[config.mk]
export PLATFORM = sky130hd
export DESIGN_NAME = mmio_gpio_ctrl
export DESIGN_NICKNAME = d
export VERILOG_FILES = /design/src/rtl/gpio_pkg.sv /design/src/rtl/gpio_port.sv /design/src/rtl/mmio_gpio_ctrl.sv
export SDC_FILE = /design/constraint.sdc
export NUM_CORES = 1
export LEC_CHECK = 0
export CORE_MARGIN = 2
export CORE_UTILIZATION = 51
export DETAILED_ROUTE_END_ITERATION = 10
export GPL_ROUTABILITY_DRIVEN = 1
export HOLD_SLACK_MARGIN = 0.15
export PLACE_DENSITY = 0.76
export SETUP_SLACK_MARGIN = 0.02
export SLEW_MARGIN = 20
export SYNTH_ARGS = -nofsm -noshare
export SYNTH_HDL_FRONTEND = slang
export SYNTH_HIERARCHICAL = 1
export SYNTH_SLANG_ARGS = --single-unit
[constraint.sdc]
create_clock -name clk -period 2.5 [get_ports clk]
set_input_delay 0.5 -clock clk [delete_from_list [all_inputs] [get_ports clk]]
set_output_delay 0.5 -clock clk [all_outputs]
set_load 0.05 [all_outputs]
[src/rtl/gpio_pkg.sv]
// Register map, address field positions and byte-lane helper shared by the
// GPIO controller top level and its per-port register blocks.
package gpio_pkg;

  localparam int ADDR_W     = 9;
  localparam int GLOBAL_BIT = 8;
  localparam int PORT_LSB   = 5;
  localparam int PORT_W     = 3;
  localparam int REG_LSB    = 2;
  localparam int REG_W      = 3;

  typedef enum logic [REG_W-1:0] {
    REG_OUT     = 3'd0,
    REG_OE      = 3'd1,
    REG_IN      = 3'd2,
    REG_RISE_EN = 3'd3,
    REG_FALL_EN = 3'd4,
    REG_STATUS  = 3'd5
  } port_reg_e;

  typedef enum logic [REG_W-1:0] {
    REG_DIV   = 3'd0,
    REG_TICKS = 3'd1
  } glob_reg_e;

  function automatic logic [31:0] strb_to_mask(input logic [3:0] strb);
    logic [31:0] m;
    m = '0;
    for (int b = 0; b < 4; b++) begin
      m[b*8 +: 8] = {8{strb[b]}};
    end
    return m;
  endfunction

endpackage

[src/rtl/gpio_port.sv]
// One GPIO port: OUT/OE/enable registers, input synchroniser with history
// flop, rise/fall edge detection and sticky W1C status.
module gpio_port
  import gpio_pkg::*;
#(
  parameter int WIDTH       = 32,
  parameter int SYNC_STAGES = 2
) (
  input  logic             clk,
  input  logic             rst,
  input  logic             wr_en,
  input  port_reg_e        reg_sel,
  input  logic [31:0]      wdata,
  input  logic [31:0]      wmask,
  input  logic [WIDTH-1:0] pad_i,
  output logic [WIDTH-1:0] out_o,
  output logic [WIDTH-1:0] oe_o,
  output logic [31:0]      rdata,
  output logic             irq
);

  logic [WIDTH-1:0] out_q, out_d;
  logic [WIDTH-1:0] oe_q, oe_d;
  logic [WIDTH-1:0] rise_en_q, rise_en_d;
  logic [WIDTH-1:0] fall_en_q, fall_en_d;
  logic [WIDTH-1:0] status_q, status_d;
  logic [WIDTH-1:0] prev_q, prev_d;
  logic [SYNC_STAGES-1:0][WIDTH-1:0] sync_q, sync_d;

  logic [WIDTH-1:0] wd, wm, cur, rise, fall, clr;

  assign wd   = wdata[WIDTH-1:0];
  assign wm   = wmask[WIDTH-1:0];
  assign cur  = sync_q[SYNC_STAGES-1];
  assign rise = cur & ~prev_q;
  assign fall = ~cur & prev_q;

  always_comb begin
    out_d     = out_q;
    oe_d      = oe_q;
    rise_en_d = rise_en_q;
    fall_en_d = fall_en_q;
    clr       = '0;
    if (wr_en) begin
      case (reg_sel)
        REG_OUT:     out_d     = (out_q & ~wm) | (wd & wm);
        REG_OE:      oe_d      = (oe_q & ~wm) | (wd & wm);
        REG_RISE_EN: rise_en_d = (rise_en_q & ~wm) | (wd & wm);
        REG_FALL_EN: fall_en_d = (fall_en_q & ~wm) | (wd & wm);
        REG_STATUS:  clr       = wd & wm;
        default:     ;
      endcase
    end
    // A new edge wins over a concurrent clear so no event is ever lost.
    status_d = (status_q & ~clr) | (rise & rise_en_q) | (fall & fall_en_q);
    sync_d   = {sync_q[SYNC_STAGES-2:0], pad_i};
    prev_d   = cur;
  end

  always_ff @(posedge clk) begin
    if (!rst) begin
      out_q     <= '0;
      oe_q      <= '0;
      rise_en_q <= '0;
      fall_en_q <= '0;
      status_q  <= '0;
      prev_q    <= '0;
      sync_q    <= '0;
    end else begin
      out_q     <= out_d;
      oe_q      <= oe_d;
      rise_en_q <= rise_en_d;
      fall_en_q <= fall_en_d;
      status_q  <= status_d;
      prev_q    <= prev_d;
      sync_q    <= sync_d;
    end
  end

  always_comb begin
    rdata = '0;
    case (reg_sel)
      REG_OUT:     rdata[WIDTH-1:0] = out_q;
      REG_OE:      rdata[WIDTH-1:0] = oe_q;
      REG_IN:      rdata[WIDTH-1:0] = cur;
      REG_RISE_EN: rdata[WIDTH-1:0] = rise_en_q;
      REG_FALL_EN: rdata[WIDTH-1:0] = fall_en_q;
      REG_STATUS:  rdata[WIDTH-1:0] = status_q;
      default:     ;
    endcase
  end

  assign out_o = out_q;
  assign oe_o  = oe_q;
  assign irq   = |status_q;

endmodule

[src/rtl/mmio_gpio_ctrl.sv]
// Memory-mapped GPIO controller: address decode, combinational read mux,
// NUM_PORTS port blocks, programmable tick divider and interrupt OR.
module mmio_gpio_ctrl
  import gpio_pkg::*;
#(
  parameter int NUM_PORTS   = 2,
  parameter int WIDTH       = 32,
  parameter int SYNC_STAGES = 2,
  parameter int DIV_W       = 24,
  parameter int DIV_RESET   = 2
) (
  input  logic                       clk,
  input  logic                       rst,
  input  logic                       sel,
  input  logic                       we,
  input  logic [ADDR_W-1:0]          addr,
  input  logic [31:0]                wdata,
  input  logic [3:0]                 wstrb,
  output logic [31:0]                rdata,
  input  logic [NUM_PORTS*WIDTH-1:0] gpio_i,
  output logic [NUM_PORTS*WIDTH-1:0] gpio_o,
  output logic [NUM_PORTS*WIDTH-1:0] gpio_oe,
  output logic                       irq_o,
  output logic                       tick_o
);

  logic              is_global;
  logic [PORT_W-1:0] port_idx;
  logic [REG_W-1:0]  reg_idx;
  port_reg_e         port_reg;
  logic              wr_any;
  logic [31:0]       wmask;
  logic              unused_addr;

  assign is_global   = addr[GLOBAL_BIT];
  assign port_idx    = addr[PORT_LSB +: PORT_W];
  assign reg_idx     = addr[REG_LSB +: REG_W];
  assign port_reg    = port_reg_e'(reg_idx);
  assign wr_any      = sel && we;
  assign wmask       = strb_to_mask(wstrb);
  assign unused_addr = ^addr[1:0];

  logic [NUM_PORTS-1:0] port_wr;
  logic [NUM_PORTS-1:0] port_irq;
  logic [31:0]          port_rdata [NUM_PORTS];

  // Port indices at or above NUM_PORTS match no instance, so writes there vanish.
  for (genvar p = 0; p < NUM_PORTS; p++) begin : g_port
    assign port_wr[p] = wr_any && !is_global && (port_idx == PORT_W'(p));

    gpio_port #(
      .WIDTH       (WIDTH),
      .SYNC_STAGES (SYNC_STAGES)
    ) u_port (
      .clk     (clk),
      .rst     (rst),
      .wr_en   (port_wr[p]),
      .reg_sel (port_reg),
      .wdata   (wdata),
      .wmask   (wmask),
      .pad_i   (gpio_i[p*WIDTH +: WIDTH]),
      .out_o   (gpio_o[p*WIDTH +: WIDTH]),
      .oe_o    (gpio_oe[p*WIDTH +: WIDTH]),
      .rdata   (port_rdata[p]),
      .irq     (port_irq[p])
    );
  end

  logic [DIV_W-1:0] div_q, div_d;
  logic [DIV_W-1:0] cnt_q, cnt_d;
  logic [31:0]      ticks_q, ticks_d;
  logic             div_wr;

  assign div_wr = wr_any && is_global && (reg_idx == REG_DIV);
  assign tick_o = (cnt_q == div_q);

  always_comb begin
    div_d = div_q;
    if (div_wr) begin
      div_d = (div_q & ~wmask[DIV_W-1:0]) | (wdata[DIV_W-1:0] & wmask[DIV_W-1:0]);
    end
    // Reprogramming restarts the period so the first tick is a full period away.
    if (div_wr || tick_o) begin
      cnt_d = '0;
    end else begin
      cnt_d = cnt_q + DIV_W'(1);
    end
    ticks_d = ticks_q + (tick_o ? 32'd1 : 32'd0);
  end

  always_ff @(posedge clk) begin
    if (!rst) begin
      div_q   <= DIV_W'(DIV_RESET);
      cnt_q   <= '0;
      ticks_q <= '0;
    end else begin
      div_q   <= div_d;
      cnt_q   <= cnt_d;
      ticks_q <= ticks_d;
    end
  end

  always_comb begin
    rdata = '0;
    if (sel) begin
      if (is_global) begin
        case (glob_reg_e'(reg_idx))
          REG_DIV:   rdata[DIV_W-1:0] = div_q;
          REG_TICKS: rdata = ticks_q;
          default:   ;
        endcase
      end else begin
        for (int p = 0; p < NUM_PORTS; p++) begin
          if (port_idx == PORT_W'(p)) begin
            rdata = port_rdata[p];
          end
        end
      end
    end
  end

  assign irq_o = |port_irq;

endmodule

# ---- After elaboration in Yosys (flattened, before gate mapping)
# Cells that the tools add are included.
dict set report op_classes {
  add_sub_neg 2
  reduce_logical 20
  eq_ne 7
  n_mux 12
  bitwise_logic 43
}
# operator count
set ops {}
lappend ops {{bitwise AND 32 bit} 19}
lappend ops {{bitwise OR 32 bit} 12}
lappend ops {{one-hot mux 32 bit (6 select lines)} 2}
lappend ops {{2-to-1 mux 32 bit} 7}
lappend ops {{NOT 32 bit} 7}
lappend ops {{OR reduction 64 bit} 1}
lappend ops {{bitwise AND 24 bit} 2}
lappend ops {{one-hot mux 24 bit (2 select lines)} 1}
lappend ops {{adder 32 x 1 -> 32 bit} 1}
lappend ops {{adder 24 x 1 -> 24 bit, second input constant} 1}
lappend ops {{== test 24 bit} 1}
lappend ops {{NOT 24 bit} 1}
lappend ops {{bitwise OR 24 bit} 1}
lappend ops {{AND reduction 2 bit} 8}
lappend ops {{2-to-1 mux 8 bit} 1}
lappend ops {{== test 3 x 1 -> 1 bit, second input constant} 2}
lappend ops {{== test 3 x 2 -> 1 bit, second input constant} 2}
lappend ops {{== test 3 bit, second input constant} 2}
lappend ops {{logical AND 1 bit} 6}
lappend ops {{zero test 3 bit} 2}
lappend ops {{OR reduction 2 bit} 1}
lappend ops {{zero test 1 bit} 1}
lappend ops {{logical OR 1 bit} 1}
lappend ops {{2-to-1 mux 1 bit} 1}
lappend ops {{NOT 1 bit} 1}
dict set report word_totals {
  input_bits 113
  reg_bits 592
  output_inout_bits 162
}

# ---- Logic depth before layout (Yosys ltp)
dict set report depth {
  depth_word 8
  ltp_mapped 12
  depth_no_buf 11
}

# ---- By module
# The synthesis kept the hierarchy.
# mod n_inst cells_each seq_area_each_um2 area_per_inst_um2
set by_module_without_submodules {}
lappend by_module_without_submodules {gpio_port 2 1184 5124.9 10691.5}
lappend by_module_without_submodules {mmio_gpio_ctrl 1 573 1601.5 4636.9}

# ---- Least setup slack after synthesis
# OpenSTA, ideal clock, no wires.
dict set report synth_path {
  kind {register to register}
  start {register cnt_q[15]}
  end {register ticks_q[12]}
  stages_incl_launch_ff 13
  arrival_time_ns 3.035
  slack_ns -0.649
  path_buffers 1
  cell_sequence {dfxtp_1 -> clkbuf_1 -> xor2_1 -> nor4_1 -> nand2_1 -> nor2_1 -> ha_1 -> ha_1 -> nand2_1 -> nor3_1 -> and3_1 -> xor2_1 -> and2_1}
}
dict set report synth_between {
  elab_chain_cells 3
}
# element line_no
set synth_lines {}
lappend synth_lines {{start, declared} mmio_gpio_ctrl.sv:70} ;# logic [DIV_W-1:0] cnt_q, cnt_d;
lappend synth_lines {{start signal, assigned} mmio_gpio_ctrl.sv:98} ;# cnt_q <= cnt_d;
lappend synth_lines {{== test 24 bit} mmio_gpio_ctrl.sv:75} ;# assign tick_o = (cnt_q == div_q);
lappend synth_lines {{via tick_o} mmio_gpio_ctrl.sv:24} ;# output logic tick_o
lappend synth_lines {{2-to-1 mux 1 bit} mmio_gpio_ctrl.sv:88} ;# ticks_d = ticks_q + (tick_o ? 32'd1 : 32'd0);
lappend synth_lines {{adder 32 x 1 -> 32 bit} mmio_gpio_ctrl.sv:88}
lappend synth_lines {{end signal, assigned} mmio_gpio_ctrl.sv:99} ;# ticks_q <= ticks_d;
lappend synth_lines {{end, declared} mmio_gpio_ctrl.sv:71} ;# logic [31:0] ticks_q, ticks_d;
# The timed path passes the listed nets, and every way through them passes these cells.
# A chain may end at the register's enable or synchronous reset.

==> out/metrics.cfg <==
[run_status]
outcome=finished, violations left
violations=setup timing

[logic_synthesis]
synthDistinctLibCells=44
synthArstFlopShare=0
syn-num-nets=3057
yosys_warnings=6
seq_area_frac_synth=0.455
synth_flop_cell=dfxtp_1
syn_inst=2941
synth_edf_count=0
avgSynthCellArea_sq_um=8.85
synthesis.area_sq_um=26000
yosys_register_bits=592

[sta]
slew_headroom=0.584
setup_viol=38
fmax_mhz=336
setup_tns_ns=-13.35
worst_slack_ns=-0.479
tightestPinTransition_ns=0.620
fin_skew_ns=0.00901
grt_setup_unrepaired=true
period_minus_slack_ns=2.98
slew_violations=0
hold_viol=0
whs_ns=0.289
timing.final.crit_share=1.19

[hold_path]
min_to=g_port[0].u_port/status_q[5]$_SDFF_PN0_
hold_depth=2
hold_path.class=in2reg
worstHoldStart=rst

[placed_design]
hpwlAfterDp_um=58400
io_buffers=272
place_area_sq_um=31200
gp_congestion=0.900
post-place-cells=3885

[setup_path]
crit_chain=buf_12 -> buf_16 -> buf_8 -> buf_6 -> nor3b_4 -> buf_4 -> buf_12 -> buf_4 -> a22oi_2 -> nand3_2 -> a22oi_2 -> o21ai_2 -> and2_4 -> buf_12
r2r_cells=13
slowest_delay_ns=0.25
worstSetupEndpointType=output pin
crit_fanout=8
critPathMostFrequentCell=buf_12
cp.depth=14
critical_path_arrival_ns=2.48
critical_path.top_delay_family=buffers and inverters
crit_buf_inv=8
rr_endpoint=ticks_q[20]$_SDFF_PN0_
r2r_start=cnt_q[12]$_SDFF_PP0_
slowest_stage=nor3b_4
start_kind=primary input
required_ns=2.00
r2r_slack_ns=-0.11
critical_path_class=in2out

[pwr]
power_mw=20.3
combPwrFrac=0.077
swShare=0.237
p_switching_mw=4.81
p_clk_frac=0.446
seq_power_share=0.477
power.density_nw_per_um2=567
internal-power_mw=15.5
p_leak_nw=14.9
ir_worst_vdd_mv=0.552

[layout]
final_cell_area_sq_um=35800
areaGrowthSynthToFinish_pct=37.5
diodes=0
final_cell_mix=nand2_1 (633), dfxtp_1 (582), mux2i_1 (256), clkdlybuf4s50_1 (227), and2_1 (220)
final_common_cell=nand2_1
final_cells=4077
drive_gt1_frac=0.223
fin_nets=3475

[run]
drv_cap=0

[floorplan]
rows=82
io_pins=275
die_width_um=230
die-area_sq_um=52800
start_util=0.518
die_h_um=230
coreArea_sq_um=50300

[cts]
cts_buffers=58
root_buffer=clkbuf_16
cts.sinks=592
hold_buffers=0
insertion_delay_ns=0.63
clock_path_buffers=3
cts_tree=yes
clkTransAtPathRegs_ns=0.07
cts_max_level=2

[route]
drc=0
ant_nets=0
drt-pass1-iter-count=7
drt_iter0_markers=2404
wl_per_cell_um=22.5
drt-vias-per-instance=5.97
vias=24357
routed_wl_um=91600

[global_routing]
grt_start_max_net_pins=100
gr-usage-all-layers=0.326
grt_first_pass_wirelength_um=136000
grt_pass1_vias=23925
antenna_found_initial=0
overflow=0

cells in the mapped netlist, drive strengths merged, types with 4 or more instances:
cell | n | area share
a22oi | 248 | 0.072
o21a | 64 | 0.018
nor3 | 12 | 0.0027
and4b | 4 | 0.0015
buf | 77 | 0.018
nand4 | 21 | 0.0053
dfxtp | 592 | 0.46
inv | 68 | 0.0098
nand2 | 696 | 0.11
nor4 | 25 | 0.0071
and3b | 4 | 0.0013
mux2i | 256 | 0.098
o21ai | 98 | 0.019
clkbuf | 108 | 0.016
and2 | 252 | 0.061
or2 | 4 | 0.00096
nand3 | 114 | 0.022
nand3b | 64 | 0.018
xnor2 | 32 | 0.011
nor2 | 33 | 0.0049
and4bb | 4 | 0.0019
a21boi | 24 | 0.0069
a31oi | 64 | 0.015
and3 | 10 | 0.0024
nor2b | 4 | 0.00096
nor3b | 9 | 0.0038
xor2 | 42 | 0.014
layout make-up:
cell class | instances | area, sq um
fill | 3588 | 14500
tap | 672 | 841
clock buffer | 79 | 1670
inverter | 68 | 255
multi-input combinational | 2096 | 14400
clock inverter | 27 | 289
sequential | 592 | 11900
timing repair buffer | 543 | 6470
timing repair:
action                                  CTS  global route
gates cloned                             20             4
pin swaps                               146            87
gates resized for setup                 305            96
setup buffers                            50            25
endpoints found under the setup margin   47            59
stage by stage:
stage	util	setup slack (ns)
floorplan	-	-0.0124
global placement	0.620	-0.888
detailed placement	0.620	-0.873
CTS	0.697	-0.406
global route	0.712	-0.541
finish	0.712	-0.479
cell families (layout without fill, tap and decap cells):
group,after synthesis,in the layout,synth area share
AO/OA/AOI/OAI,499,499,0.132
buffers and inverters,253,717,0.0439
AND/OR/NAND/NOR,1264,1264,0.244
multiplexers,256,256,0.0985
adder cells (fa/ha/maj),3,3,0.00144
XOR/XNOR,74,74,0.0249
flip-flops,592,592,0.455
metal layers:
| metal | wire [um] | track usage | share of wire | vias up |
|---|---|---|---|---|
| met3 | 6830 | 0.0484 | 0.075 | 353 |
| met2 | 42700 | 0.540 | 0.47 | 1216 |
| met4 | 6540 | 0.200 | 0.071 | 0 |
| met5 | 0 | 0 | 0 | - |
| li1 | - | - | - | 10984 |
| met1 | 35600 | 0.400 | 0.39 | 11804 |
power groups by stage:
stage / combinational, mW / sequential, mW / clock [mW]
2_1_floorplan: 0.518 / 9.84 / 0
3_5_place_dp: 1.24 / 9.87 / 0
5_1_grt: 1.62 / 9.68 / 9.47
4_1_cts: 1.46 / 9.66 / 9.09
3_3_place_gp: 1.22 / 9.87 / 0
6_report: 1.56 / 9.67 / 9.05
how the worst max path moves through the flow:
stage                                         to  slack, ns                start
after floorplan           ticks_q[12]$_SDFF_PN0_      -0.01  cnt_q[3]$_SDFF_PP0_
after global placement                 rdata[14]      -0.89              addr[4]
after detailed placement               rdata[15]      -0.87              addr[4]
after CTS                               rdata[0]      -0.41              addr[2]
after global routing                   rdata[20]      -0.54              addr[2]
final                                   rdata[0]      -0.48              addr[2]
Note: power is estimated with default switching activity, not from simulation.
